==> src/rtl/size_handler_pkg.sv <==
// Shared constants for the store-size merge unit.
// Store-size select encodings and the default data width.
package size_handler_pkg;

    localparam int unsigned DATA_W_DEF = 32;

    localparam logic [2:0] SEL_SB = 3'b000;
    localparam logic [2:0] SEL_SW = 3'b001;
    localparam logic [2:0] SEL_SH = 3'b010;

endpackage

==> src/rtl/size_handler_merge.sv <==
// Combinational byte/halfword/word merge of store data into a memory word.
// Flags any select code that is not SB, SH or SW as illegal.
module size_handler_merge
    import size_handler_pkg::*;
#(
    parameter int unsigned DATA_W = DATA_W_DEF
) (
    input  logic [2:0]        sel,
    input  logic [DATA_W-1:0] mem,
    input  logic [DATA_W-1:0] B,
    output logic [DATA_W-1:0] merged,
    output logic              illegal
);

    always_comb begin
        merged  = B;
        illegal = 1'b0;
        unique case (1'b1)
            (sel == SEL_SB): merged = {mem[DATA_W-1:8], B[7:0]};
            (sel == SEL_SH): merged = {mem[DATA_W-1:16], B[15:0]};
            (sel == SEL_SW): merged = B;
            default:         illegal = 1'b1;
        endcase
    end

endmodule

==> src/rtl/size_handler_mux.sv <==
// Registered store-size merge stage with valid tracking.
// Define SIZE_HANDLER_ERR_EN to add the registered illegal-select err output.
module size_handler_mux
    import size_handler_pkg::*;
#(
    parameter int unsigned DATA_W = DATA_W_DEF
) (
    input  logic              clk,
    input  logic              reset,
    input  logic [2:0]        sel,
    input  logic [DATA_W-1:0] mem,
    input  logic [DATA_W-1:0] B,
    input  logic              in_valid,
    output logic [DATA_W-1:0] out,
    output logic              out_valid
`ifdef SIZE_HANDLER_ERR_EN
    ,
    output logic              err
`endif
);

    logic [DATA_W-1:0] merged;
    logic              illegal;

    size_handler_merge #(
        .DATA_W (DATA_W)
    ) u_merge (
        .sel     (sel),
        .mem     (mem),
        .B       (B),
        .merged  (merged),
        .illegal (illegal)
    );

    always_ff @(posedge clk) begin
        if (reset) begin
            out       <= '0;
            out_valid <= 1'b0;
`ifdef SIZE_HANDLER_ERR_EN
            err       <= 1'b0;
`endif
        end else begin
            out_valid <= in_valid;
            if (in_valid) begin
`ifdef SIZE_HANDLER_ERR_EN
                // Illegal codes keep the previous word and only raise err
                err <= illegal;
                if (!illegal) begin
                    out <= merged;
                end
`else
                out <= illegal ? B : merged;
`endif
            end
        end
    end

endmodule

==> config.mk <==
export PLATFORM = sky130hd
export DESIGN_NAME = size_handler_mux
export DESIGN_NICKNAME = d
export VERILOG_FILES = /design/src/rtl/size_handler_pkg.sv /design/src/rtl/size_handler_merge.sv /design/src/rtl/size_handler_mux.sv
export SDC_FILE = /design/constraint.sdc
export NUM_CORES = 1
export LEC_CHECK = 0
export BUFFER_PORTS_ARGS = -buffer_cell sky130_fd_sc_hd__clkbuf_2
export CORE_MARGIN = 2
export CORE_UTILIZATION = 44
export CTS_CLUSTER_DIAMETER = 80
export DETAILED_ROUTE_END_ITERATION = 6
export PLACE_DENSITY_LB_ADDON = 0.15
export SYNTH_ARGS = -nofsm -noshare
export SYNTH_HDL_FRONTEND = slang
export SYNTH_SLANG_ARGS = --single-unit
==> constraint.sdc <==
create_clock -name clk -period 1.8 [get_ports clk]
set_input_delay 0.18 -clock clk [delete_from_list [all_inputs] [get_ports clk]]
set_output_delay 0.18 -clock clk [all_outputs]
set_load 0.05 [all_outputs]
Word-level counts from Yosys, hierarchy flattened
Cells that the tools add are included.

Register bits: 33. Bits in latches: 0. RAM bits: 0. Bits in read-only memories: 0. Input bits: 70. Output and inout bits: 33. Word-level logic and storage cells: 8. Memories: 0.

Add/sub/neg operators: 0. $mul: 0. Divide/modulo/power cells: 0. $lt $le $gt $ge: 0. Eq/ne operators: 2. Shifts and indexed selects: 0. Multiplexer cells: 2. Bitwise logic cells: 0. Reductions and logical operators: 2.

Operators by type and width (number): $pmux 32 s2 (1); $mux 32 (1); $eq 3x1->1 const B (1); $eq 3x2->1 const B (1); $logic_not 3->1 (1); $reduce_or 3->1 (1).

Logic depth before layout (Yosys ltp)
Gate-level depths: netlist of run 1.

Depth in word-level cells: 3. Gate-level depth with buffers: 4. Mapped depth without buffers: 2.

Cells and area by module
From an unflattened synthesis of run 1, not the netlist that was laid out.

Cell total of the unflattened synthesis: 181. Area total of the unflattened synthesis: 1854.3 µm².

By module, submodules not included: size_handler_mux (times used 1, cells each 145, area each 1476.4 µm², seq. area each 660.6 µm²); size_handler_merge (times used 1, cells each 36, area each 377.9 µm², seq. area each 0.0 µm²).

Worst setup path after synthesis of run 1
Ideal clock, no wire load.

Path type: input -> register. From: input port sel[0]. To: register out[10]. Setup time: 0.091 ns. Arrival: 1.047 ns. Required time: 1.709 ns. Slack: 0.662 ns. Cell stages on the path: 3. Buffers on the path: 1. Cell sequence: clkbuf_2 -> or4b_1 -> a311oi_1.

Word-level cells in the longest chain between the ends: 3. Elaborated cells between the ends (all ways): 6. Classes of those cells: eq/ne (2); mux (2); reduce/logical (2).

RTL lines: start: declaration (line size_handler_mux.sv:10) `input logic [2:0] sel,`; $eq 3x2->1, or another cell as far along (line size_handler_merge.sv:20) `(sel == SEL_SH): merged = {mem[DATA_W-1:16], B[15:0]};`; $pmux 32 s2 / $reduce_or 3->1 (equally long branches); $mux 32 (*) (line size_handler_mux.sv:52) `out <= illegal ? B : merged;`; end signal: assignment (line size_handler_mux.sv:52); end: declaration (line size_handler_mux.sv:14) `output logic [DATA_W-1:0] out,`.

Every way passes the cells marked *; elsewhere a longest branch is shown, timed or not. A chain may end at the register's enable or synchronous reset.

Final worst setup path of run 1
From: register out[20]. To: output port out[20].

No word-level cell between the ends.

==> results.md, run 1 <==
- For the worst setup path, the data required time is around 1600 ps.
- The via count of the first global-routing pass is 1437.
- The floorplan die area is around 4000 um^2.
- The run finished with clean final reports.
- The final number of hold-violating endpoints is 0.
- The count of cells in the finished layout, fillers not included, comes to 297.
- Counting instances, the worst hold path has a depth of 3.
- Leaving out fill and tap cells, the most frequent cell in the layout is sky130_fd_sc_hd__clkbuf_2.
- Yosys mapped the design onto 14 distinct sky130hd cell types.
- Setup repair after global routing left no endpoint under its margin.
- Of the available clock period, the critical path in the final layout requires 0.642.
- The number of pins with negative max-slew slack in the final report is 0.
- In the final routed layout, each cell accounts on average for about 12 um.
- The compound-cell area share of the yosys netlist was 0.230.
- The die extent in x is roughly 63 um.
- The count of nets left with antenna violations once routing finished came out at 0.
- The fraction of the yosys area taken by sequential cells is 0.433.
- Across every metal layer, demand over resource in global routing totals 0.199.
- By area the synthesized netlist is led by sky130_fd_sc_hd__dfxtp_1, sky130_fd_sc_hd__a311oi_1, sky130_fd_sc_hd__or3b_2, sky130_fd_sc_hd__nor2_1, sky130_fd_sc_hd__mux2i_1.
- In this run the count of I/O pins placed on the die edge is between 100 and 150.
- Across the VDD grid, the largest voltage drop is 401 uV.
- The count of TritonRoute iterations in the first routing pass is 4.
- The H-tree generated during clock tree synthesis spans 2 levels.
- The die is about 63 um tall.
- The completed layout was analyzed and its total power is between 1.5 and 2 mW.
- Of the post-synthesis cell area, the dominant cell type holds 0.433.
- The average size of a mapped cell is just over 9 um^2.
- In the routed layout, each cell is associated on average with a via count of between 5 and 6.
- The main combinational cell family by area after synthesis is compound AO/OA/AOI/OAI gates.
- The count of antenna diodes in the layout is 0.
- The longest clock path from root to sink contains 2 buffers.
- Across all setup checks in the final design, the least slack found is between 600 and 700 ps.
- For this design the ratio of total power to cell area is ~800 nW/um^2.
- Timing would allow up to ~860 MHz.
- The slew at the pin with the worst max-slew slack is ~650 ps.
- The largest fanout on the critical path is 2.
- The area growth from synthesis to layout is 36.1%.
- Walking the worst path, the cells encountered are clkbuf_2.
- The post-CTS setup-driven buffer insertion count is 0.
- The placeable core region is about 3300 um^2.
- The library cell contributing the largest single delay on the critical path is sky130_fd_sc_hd__dfxtp_1.
- The total of max-cap violations is 0.
- Of the total synthesized cell area, the portion taken by full adders, half adders and majority gates is 0.
- Of the cells placed in the final design, the portion with a size suffix greater than 1 is 0.478.
- The final setup violation count is 0.
- Of the total synthesized cell area, the portion taken by AND, OR, NAND and NOR gates is 0.227.
- The critical path is of the flip-flop to primary output type.
- Synthesis produced between 150 and 200 cells.
- The analysis attributes to cell leakage a power of 0.950 nW.
- The final setup TNS is 0 ps.
- After global routing the overflow that remains totals 0.
- Clock-pin slew was measured on the worst setup and hold paths at between 100 and 150 ps.
- After detailed routing, the total wire length is 3630 um.
- The area of the mapped netlist is around 1500 um^2.
- The startpoint class of the critical path is a flip-flop.
- The number of cells upsized or downsized after cts is 0.
- The clock insertion delay at the later pin of the skew report is 330 ps.
- Counting both buffers and inverters, the worst setup path holds a total of 1.
- The flip-flop and latch count after synthesis is 33.
- The post-synthesis xor/xnor area fraction is 0.
- The number of nets in the finished design is 320.
- The number of DRC markers in iteration 0 is 79.
- The clock net sink count is 33.
- The largest single stage delay on the critical path is around 360 ps.
- In this run, placement finished with an instance count of ~290.
- Counting cells, the worst reg-to-reg path comes to 2.
- The first global-routing pass estimated 6350 um of wire.
- Data on the critical path arrives at its endpoint at roughly 980 ps.
- The number of clock buffers added by TritonCTS is 5.
- The number of port buffers is 94.
- For this configuration, the core starts out at a cell density of 0.457.
- The path type of the worst min-delay path is primary input to flip-flop.
- The post-DP HPWL is approximately 2500 um.
- Entering global routing, the biggest net connects 58 pins.
- Prior to clock tree synthesis, the placed netlist has a worst setup slack of around 410 ps.
- The routed layout has 1518 vias.
- The initial antenna violation count is 0.
- In the layout the commonest cells are sky130_fd_sc_hd__clkbuf_2, sky130_fd_sc_hd__dfxtp_1, sky130_fd_sc_hd__nor2_1, sky130_fd_sc_hd__a311oi_1.
- Measured against its own limit, the worst slew margin works out to 0.564.
- Hold repair after CTS inserted 0 buffers.
- The kind of cell with the highest combined delay along the critical path is flip-flops.
- The CTS tree is built.
- The worst clock skew is 0 ps.
- In this run the number of cells on the critical path is 1.
- The final weighted congestion in routability-driven placement is ~0.68.
- The final critical delay including setup and external delays is ~1200 ps.
- The portion of synthesized area spent on multiplexers is 0.0525.
- The number of design rule violations left after detail routing is 0.
- The cell sitting at the root of the clock tree is a sky130_fd_sc_hd__clkbuf_4.
- Row generation in the floorplan step produced 21 rows.
- The kind of capture point of the worst setup path is a primary output.
- The biggest area contributor in the post-synthesis netlist is sky130_fd_sc_hd__dfxtp_1.
- The synthesis warning total is 0.
- When the netlist entered floorplanning its net count stood at around 240.
==> cell families (layout without fill, tap and decap cells) <==
family | Yosys count | after routing
compound gates | 48 | 48
buf+inv | 21 | 105
flops | 33 | 33
mux | 8 | 8
simple gates | 57 | 57
==> synth_stat cells (all sizes together) <==
master,instances
dfxtp,33
mux2i,8
or3b,16
nor2b,1
o21ai,16
a311oi,24
clkbuf,18
o31ai,8
or4b,8
buf,3
nor2,32
==> final timing paths <==
path | startpoint | endpoint | slack, ps
hold reg to reg | out[12] | out[12] | 490
setup / recovery | out[20] | out[20] | 640
hold / removal | B[1] | out[1] | 80
setup reg to reg | out[10] | out[10] | 1040
==> per-stage QoR <==
step	hold WS, ps	cell area [um^2]	utilization
floorplan	327	1530	-
global placement	416	2030	0.607
detailed placement	423	2030	0.607
CTS	67.1	2080	0.622
global route	80.4	2080	0.622
finish	81.1	2080	0.622
==> registers in the layout, summed over array words and instances (netlist names) <==
register   count
out_valid      1
out           32
==> layout make-up <==
type	instances	area, um^2
timing repair buffer	97	531
multi-input combinational	113	777
clock inverter	2	10.0
fill	323	1260
clock buffer	6	41.3
tap	46	57.6
sequential	33	661
==> tightest hold or removal path, delay by kind of cell <==
kind,cells,cell delay (ps)
buffers and inverters,1,80
muxes,1,60
and+or+nand+nor,1,70
==> per-layer routing <==
metal	GRT usage	wire length [um]
met5	0	0
met4	0.0722	54
met3	0.0757	287
met2	0.334	1680
met1	0.228	1610
==> report_power, final <==
| group | total (mW) | internal (mW) | switching [mW] |
|---|---|---|---|
| Clock | 0.393 | 0.149 | 0.245 |
| Sequential | 0.805 | 0.781 | 0.0242 |
| Combinational | 0.461 | 0.154 | 0.306 |
| Total | 1.66 | 1.08 | 0.575 |
Power figures use the tool's default switching activity.
==> run 2, diff against run 1 <==
Settings changed: CORE_UTILIZATION 44 to 41.
Clock period 1.8 ns to 1.1 ns, I/O delays scaled along.
==> run 2 against run 1 <==
Compared with the run above: setup slack worse by 560 ps; final area grew 7.0%; combinational power is 73% higher; global-route usage down 1.1 points; sequential share of layout area down 2.1 points; clock-buffer cell count is 2 higher; routed wire length is 5.4% higher; first-iteration DRC count up 16%; clock skew did not move.
==> results.md, run 2 (synthesis results as in run 1) <==
- The number of flip-flops in the largest register is 32.
- The leakage power summed over all cells is approximately 1.0 nW.
- The run finished with clean final reports.
- The share of post-route cells with drive strength above 1 is 0.494.
- At the end of routability-driven placement, the weighted congestion stood at 0.765.
- Setup repair after global routing left no endpoint under its margin.
- Relative to the synthesized area, the layout overhead comes to 45.7%.
- The first routing iteration left 92 violations.
- The critical path data arrival time is 900 ps.
- Dividing the detail-routed wire length by the instance count gives about 12 um.
- In this run the clock root is driven by a sky130_fd_sc_hd__clkbuf_8.
- The final setup violation count is 0.
- The count of antenna diodes in the layout is 0.
- The floorplan step defined a die boundary enclosing between 4000 and 5000 um^2.
- In this run the vertical extent of the chip is 65.0 um.
- The largest registers in the layout are out (32), out_valid (1).
- The library cell contributing the largest single delay on the critical path is sky130_fd_sc_hd__dfxtp_1.
- Derived from the worst setup path, the maximum achievable clock frequency is approximately 990 MHz.
- In this run the tightest slew margin relative to its limit is 0.801.
- The detail route stage leaves a number of antenna-violating nets equal to 0.
- The CTS tree is built.
- The utilization after layout is 0.617.
- For this block, the routed nets add up to around 3800 um of wire.
- The total of hold buffers inserted after clock tree synthesis is 0.
- The most flop-heavy register is out.
- The leading cell type in the layout, fill and taps excluded is sky130_fd_sc_hd__clkbuf_2.
- The number of design rule violations left after detail routing is 0.
- The total number of vias is 1599.
- For this run, the total global-route usage over all layers was measured as 0.188.
- The least setup slack across all paths after layout is 85.4 ps.
- The number of primary I/O pins is 103.
- Clock-pin slew was measured on the worst setup and hold paths at approximately 60 ps.
- In the layout the commonest cells are sky130_fd_sc_hd__clkbuf_2, sky130_fd_sc_hd__dfxtp_1, sky130_fd_sc_hd__nor2_1, sky130_fd_sc_hd__a311oi_1.
- Across the run, the number of max-cap violations was 0.
- Post-CTS timing repair inserted 0 buffers for setup.
- The start-to-end type of the worst setup path is flip-flop to primary output.
- The total power after layout is 2.98 mW.
- The areal power density over the cells is 1340 nW/um^2.
- In this run the horizontal extent of the chip is ~65 um.
- STA puts the critical path data required time at about 990 ps.
- For the pin with the worst max-slew slack, the measured transition is approximately 300 ps.
- Across the VDD grid, the largest voltage drop is between 700 and 800 uV.
- The via count of the first global-routing pass was 1404.
- Entering global routing, the biggest net connects 28 pins.
- The buffers plus inverters on the worst setup path is 1.
- The average vias per placed instance is between 5 and 6.
- Broken down by cell family, the worst path's largest delay share belongs to flip-flops.
- After global routing the overflow that remains totals 0.
- The worst setup path is launched from a flip-flop.
- After floorplanning, the core was sized to cover 3610 um^2.
- Including well taps, the total number of placed cells is between 300 and 400.
- The global-route wire length before repair is ~6200 um.
- The floorplan row count is 22.
- The count of TritonRoute iterations in the first routing pass is 4.
- The final number of hold-violating endpoints came to 0.
- The starting utilization of the core area is 0.423.
- Dividing the final minimum period by the clock period gives 0.922.
- The number of cells upsized or downsized after cts is 0.
- The number of levels the H-tree was split into is 2.
- The layout filler cell count is 340.
- The kind of capture point of the worst setup path is a primary output.
- The clock net sink count is 33.
- The number of clock buffers added by TritonCTS is 5.
- The clock insertion delay at the later pin of the skew report is roughly 280 ps.
- The min-delay analysis places its worst path in the category primary input to flip-flop.
- In the final layout, the multi-input gates occupy 777 um^2.
- The number of buffers between clock root and the deepest sink is 2.
- The number of port buffers is 94.
- The flip-flop and latch area is approximately 660 um^2.
- Counting I/O delays and the setup requirement, the final critical path takes about 1000 ps.
- The finished layout holds slightly above 300 standard cells, fillers aside.
- The initial antenna violation count was 0.
- The net count of the finished layout is roughly 330.
- The highest cell delay on the worst timing path is around 340 ps.
- Between clock sinks in the finished design, the worst skew comes to 0 ps.
- The largest fanout on the critical path is 2.
- The critical path goes through clkbuf_2.
- The number of pins with negative max-slew slack in the final report is 0.
- Detailed placement finished with a half-perimeter wire length of about 2800 um.
- Timing analysis after detailed placement gives a worst setup slack of -158 ps.
run 2: changes by cell type in the layout (fill, tap and decap cells not counted):
cell / before / now
sky130_fd_sc_hd__clkbuf_1: 1 / 3
sky130_fd_sc_hd__clkinv_2: 2 / 0
sky130_fd_sc_hd__buf_12: 3 / 5
sky130_fd_sc_hd__clkbuf_4: 5 / 0
sky130_fd_sc_hd__buf_4: 0 / 10
sky130_fd_sc_hd__clkbuf_8: 0 / 5
run 2: power by group:
group	switching [mW]	leakage, nW	total, mW	internal (mW)
Combinational	0.511	0.711	0.799	0.288
Sequential	0.0417	0.274	1.32	1.28
Clock	0.409	0.0395	0.858	0.449
Total	0.962	1.02	2.98	2.02
run 2: layout make-up:
| type | instances | share of cell area |
|---|---|---|
| Clock buffer | 8 | 0.0360 |
| Sequential cell | 33 | 0.297 |
| Timing Repair Buffer | 109 | 0.290 |
| Multi-Input combinational cell | 113 | 0.349 |
| Tap cell | 48 | 0.0270 |
run 2: final timing paths:
| path | startpoint | end | slack (ps) | cells after the start |
|---|---|---|---|---|
| worst max-delay path | out[26] | out[26] | 90 | 1 |
| worst min-delay path | B[1] | out[1] | 60 | 3 |
| worst max register to register | out[26] | out[26] | 390 | 2 |
| worst min register to register | out[15] | out[15] | 480 | 2 |
run 2: metrics by stage:
stage          area [um^2]  TNS [ps]  hold slack (ps)
3_3_place_gp          2140     -2610              346
5_1_grt               2220         0             68.4
6_report              2220         0             63.7
2_1_floorplan         1530         0              257
3_5_place_dp          2140     -3040              352
4_1_cts               2220         0             62.1
run 2: per-layer routing:
layer,global-route usage,part of all wire,routed length [um]
met1,0.220,0.44,1690
met2,0.325,0.46,1770
met3,0.0521,0.082,315
met4,0.0703,0.014,55
met5,0,0,0
==> run 3, diff against run 2 <==
Settings changed: CELL_PAD_IN_SITES_DETAIL_PLACEMENT set to 1, CELL_PAD_IN_SITES_GLOBAL_PLACEMENT set to 1, CORE_UTILIZATION 41 to 28, MAX_ROUTING_LAYER set to met4.
Clock period 1.1 ns to 1 ns, I/O delays scaled along.
==> run 3 against run 2 <==
Compared with the run above: clock-buffer cell count is 3 lower; critical path depth is 3 higher; sequential share of layout area is 1.6 points lower; worst hold slack worse by 12 ps.
==> results.md, run 3 (synthesis results as in run 1) <==
- The clock insertion delay at the later pin of the skew report is 280 ps.
- The total overflow left after global routing is 0.
- At the worst endpoint, the required time is 1190 ps.
- The placeable core region is 5170 um^2.
- For this design the static power due to leakage is roughly 1.0 nW.
- Relative to the synthesized area, the layout overhead comes to 54.2%.
- The via count of the first global-routing pass is ~1600.
- The register with the most flip-flops in the layout has 32 of them.
- The clock arrives with 0 ps of skew.
- The initial antenna violation count is 0.
- Derived from the worst setup path, the maximum achievable clock frequency is a little over 1000 MHz.
- The number of pins with negative max-slew slack in the final report is 0.
- For the worst setup path, the data arrival time is between 1000 and 1500 ps.
- The number of antenna diodes in the final layout is 0.
- The critical path is of the primary input to flip-flop type.
- STA classifies the critical path endpoint as a flip-flop.
- The clock buffer count from CTS is 5.
- The floorplan die area is around 6100 um^2.
- The final setup violation count is 0.
- In this run the count of I/O pins placed on the die edge is approximately 100.
- In the final layout, the share of cells above drive strength 1 is 0.523.
- The net switching component of the power is around 1.1 mW.
- The number of levels the H-tree was split into is 2.
- The count of antenna-violating nets left after detailed routing is 0.
- In the layout the commonest cells are sky130_fd_sc_hd__clkbuf_2, sky130_fd_sc_hd__nor2_1, sky130_fd_sc_hd__dfxtp_1, sky130_fd_sc_hd__a311oi_1, sky130_fd_sc_hd__clkbuf_4.
- The internal portion of the total power is ~2.3 mW.
- The global-route total usage across every layer is 0.163.
- Using the TritonRoute via totals, the vias-per-cell ratio works out to ~4.8.
- The die extent in x is roughly 80 um.
- The portion of total power attributed to the clock network is 0.290.
- More flip-flops sit in one register than any other, and that register is out.
- The final routed wire length divided by cell count is around 14 um.
- The share of total power dissipated in sequential elements is 0.429.
- For this run, the post-layout net count is ~330.
- The number of design rule violations left after detail routing is 0.
- The proportion of total power due to net switching is 0.335.
- The area of all placed cells without fillers is around 2400 um^2.
- After routing, the total negative slack on setup checks comes to 0 ps.
- The number of buffers between clock root and the deepest sink is 2.
- The instance area after placement is approximately 2200 um^2.
- The largest fanout on the critical path is 21.
- The first global-routing pass estimated 7740 um of wire.
- The post-CTS setup-driven buffer insertion count is 0.
- The post-DP HPWL is around 3400 um.
- The root buffer cell chosen for the clock tree is sky130_fd_sc_hd__clkbuf_8.
- The utilization after layout is 0.455.
- For this block, the routed nets add up to around 4700 um of wire.
- For this block, the initial DRC count from the detailed router was 53.
- The library cell used most frequently in the layout, excluding fill and tap cells, is sky130_fd_sc_hd__clkbuf_2.
- The congestion estimate from routability-driven global placement came to between 0.6 and 0.7.
- At the pin with the least slew margin, the transition time is about 300 ps.
- The smallest clock period supported by the final layout is computed as a little under 1000 ps.
- The starting utilization of the core area is 0.295.
- Counting the fill cells in the layout gives 623.
- The largest net degree at the start of global routing is 34.
- The final critical-path share of the clock period is 0.965.
- The height of the die is 77.8 um.
- For this run, the number of standard cells in the final layout without fillers is around 330.
- The largest registers in the layout are out (32), out_valid (1).
- The count of TritonRoute iterations in the first routing pass is 4.
- The final number of hold-violating endpoints is 0.
- The floorplan has 26 rows.
- Clock tree synthesis found a total of 33 sinks.
- The path class of the tightest hold or removal check is primary input to flip-flop.
- The startpoint class of the critical path is a primary input.
- The total power after layout is between 3 and 4 mW.
- TritonCTS built the clock tree.
- Across the run, the number of max-cap violations was 0.
- The total number of vias is 1590.
- The areal power density over the cells is 1440 nW/um^2.
- The total instance count after detailed placement is 320.
- The combinational power share is 0.281.
- The normalized max-slew margin is 0.800.
- The run finished with clean final reports.
- Port buffering added 94 buffers.
- The maximum VDD drop is just under 600 uV.
- The clock-pin transition on the worst setup and hold timing paths is approximately 70 ps.
[run 3: changes by cell type in the layout (fill, tap and decap cells not counted), moves of 2 or more]
cell,change
sky130_fd_sc_hd__buf_4,+7
sky130_fd_sc_hd__clkbuf_4,+18
sky130_fd_sc_hd__clkinv_2,+2
sky130_fd_sc_hd__or3b_4,+2
sky130_fd_sc_hd__or3b_2,-2
sky130_fd_sc_hd__clkbuf_1,-3
sky130_fd_sc_hd__a311oi_1,-6
sky130_fd_sc_hd__clkbuf_2,-32
sky130_fd_sc_hd__a311oi_2,+6
[run 3: what timing repair did]
item | 4_1_cts | 5_1_grt
gates resized for setup | 28 | 26
endpoints found under the hold margin | 0 | 0
endpoints found under the setup margin | 28 | 23
hold buffers | 0 | 0
pin swaps | 0 | 2
[run 3: per-layer routing]
metal | routed length [um] | global-route usage
met4 | 41 | 0.0482
met3 | 313 | 0.0453
met2 | 2280 | 0.244
met5 | 0 | -
met1 | 2060 | 0.215
[run 3: metrics by stage]
step                      hold slack, ps  worst slack, ps
after floorplan                      247            -31.2
after global placement               337             -248
after detailed placement             346             -292
after CTS                           42.1             2.60
after global routing                44.7            -27.5
final                               51.6             35.1
[run 3: area by class of cell]
class	instances	area, um^2	share of cell area
clock inverters	3	17.5	0.00744
well taps	70	87.6	0.0372
multi-input cells	113	820	0.348
flip-flops and latches	33	662	0.281
repair buffers	104	698	0.297
clock buffers	5	68.8	0.0292
[run 3: power by group through the flow]
| stage | Clock (mW) | Sequential, mW | Combinational [mW] |
|---|---|---|---|
| after floorplan | 0 | 1.80 | 0.275 |
| after global placement | 0 | 1.48 | 0.892 |
| after detailed placement | 0 | 1.48 | 0.896 |
| after CTS | 1.03 | 1.46 | 0.937 |
| after global routing | 1.10 | 1.47 | 1.02 |
| final | 0.982 | 1.45 | 0.953 |
[run 3: worst paths after layout]
| path | start | to | slack (ps) | cells after the start |
|---|---|---|---|---|
| max | sel[0] | out[9] | 40 | 4 |
| min | B[7] | out[7] | 50 | 3 |
| max reg2reg | out[9] | out[9] | 270 | 2 |
| min reg2reg | out[26] | out[26] | 480 | 2 |
[run 3: critical path: stages]
cell                       delay [ps]
sky130_fd_sc_hd__clkbuf_2         130
sky130_fd_sc_hd__buf_12           160
sky130_fd_sc_hd__or4b_1           510
sky130_fd_sc_hd__a311oi_2         260
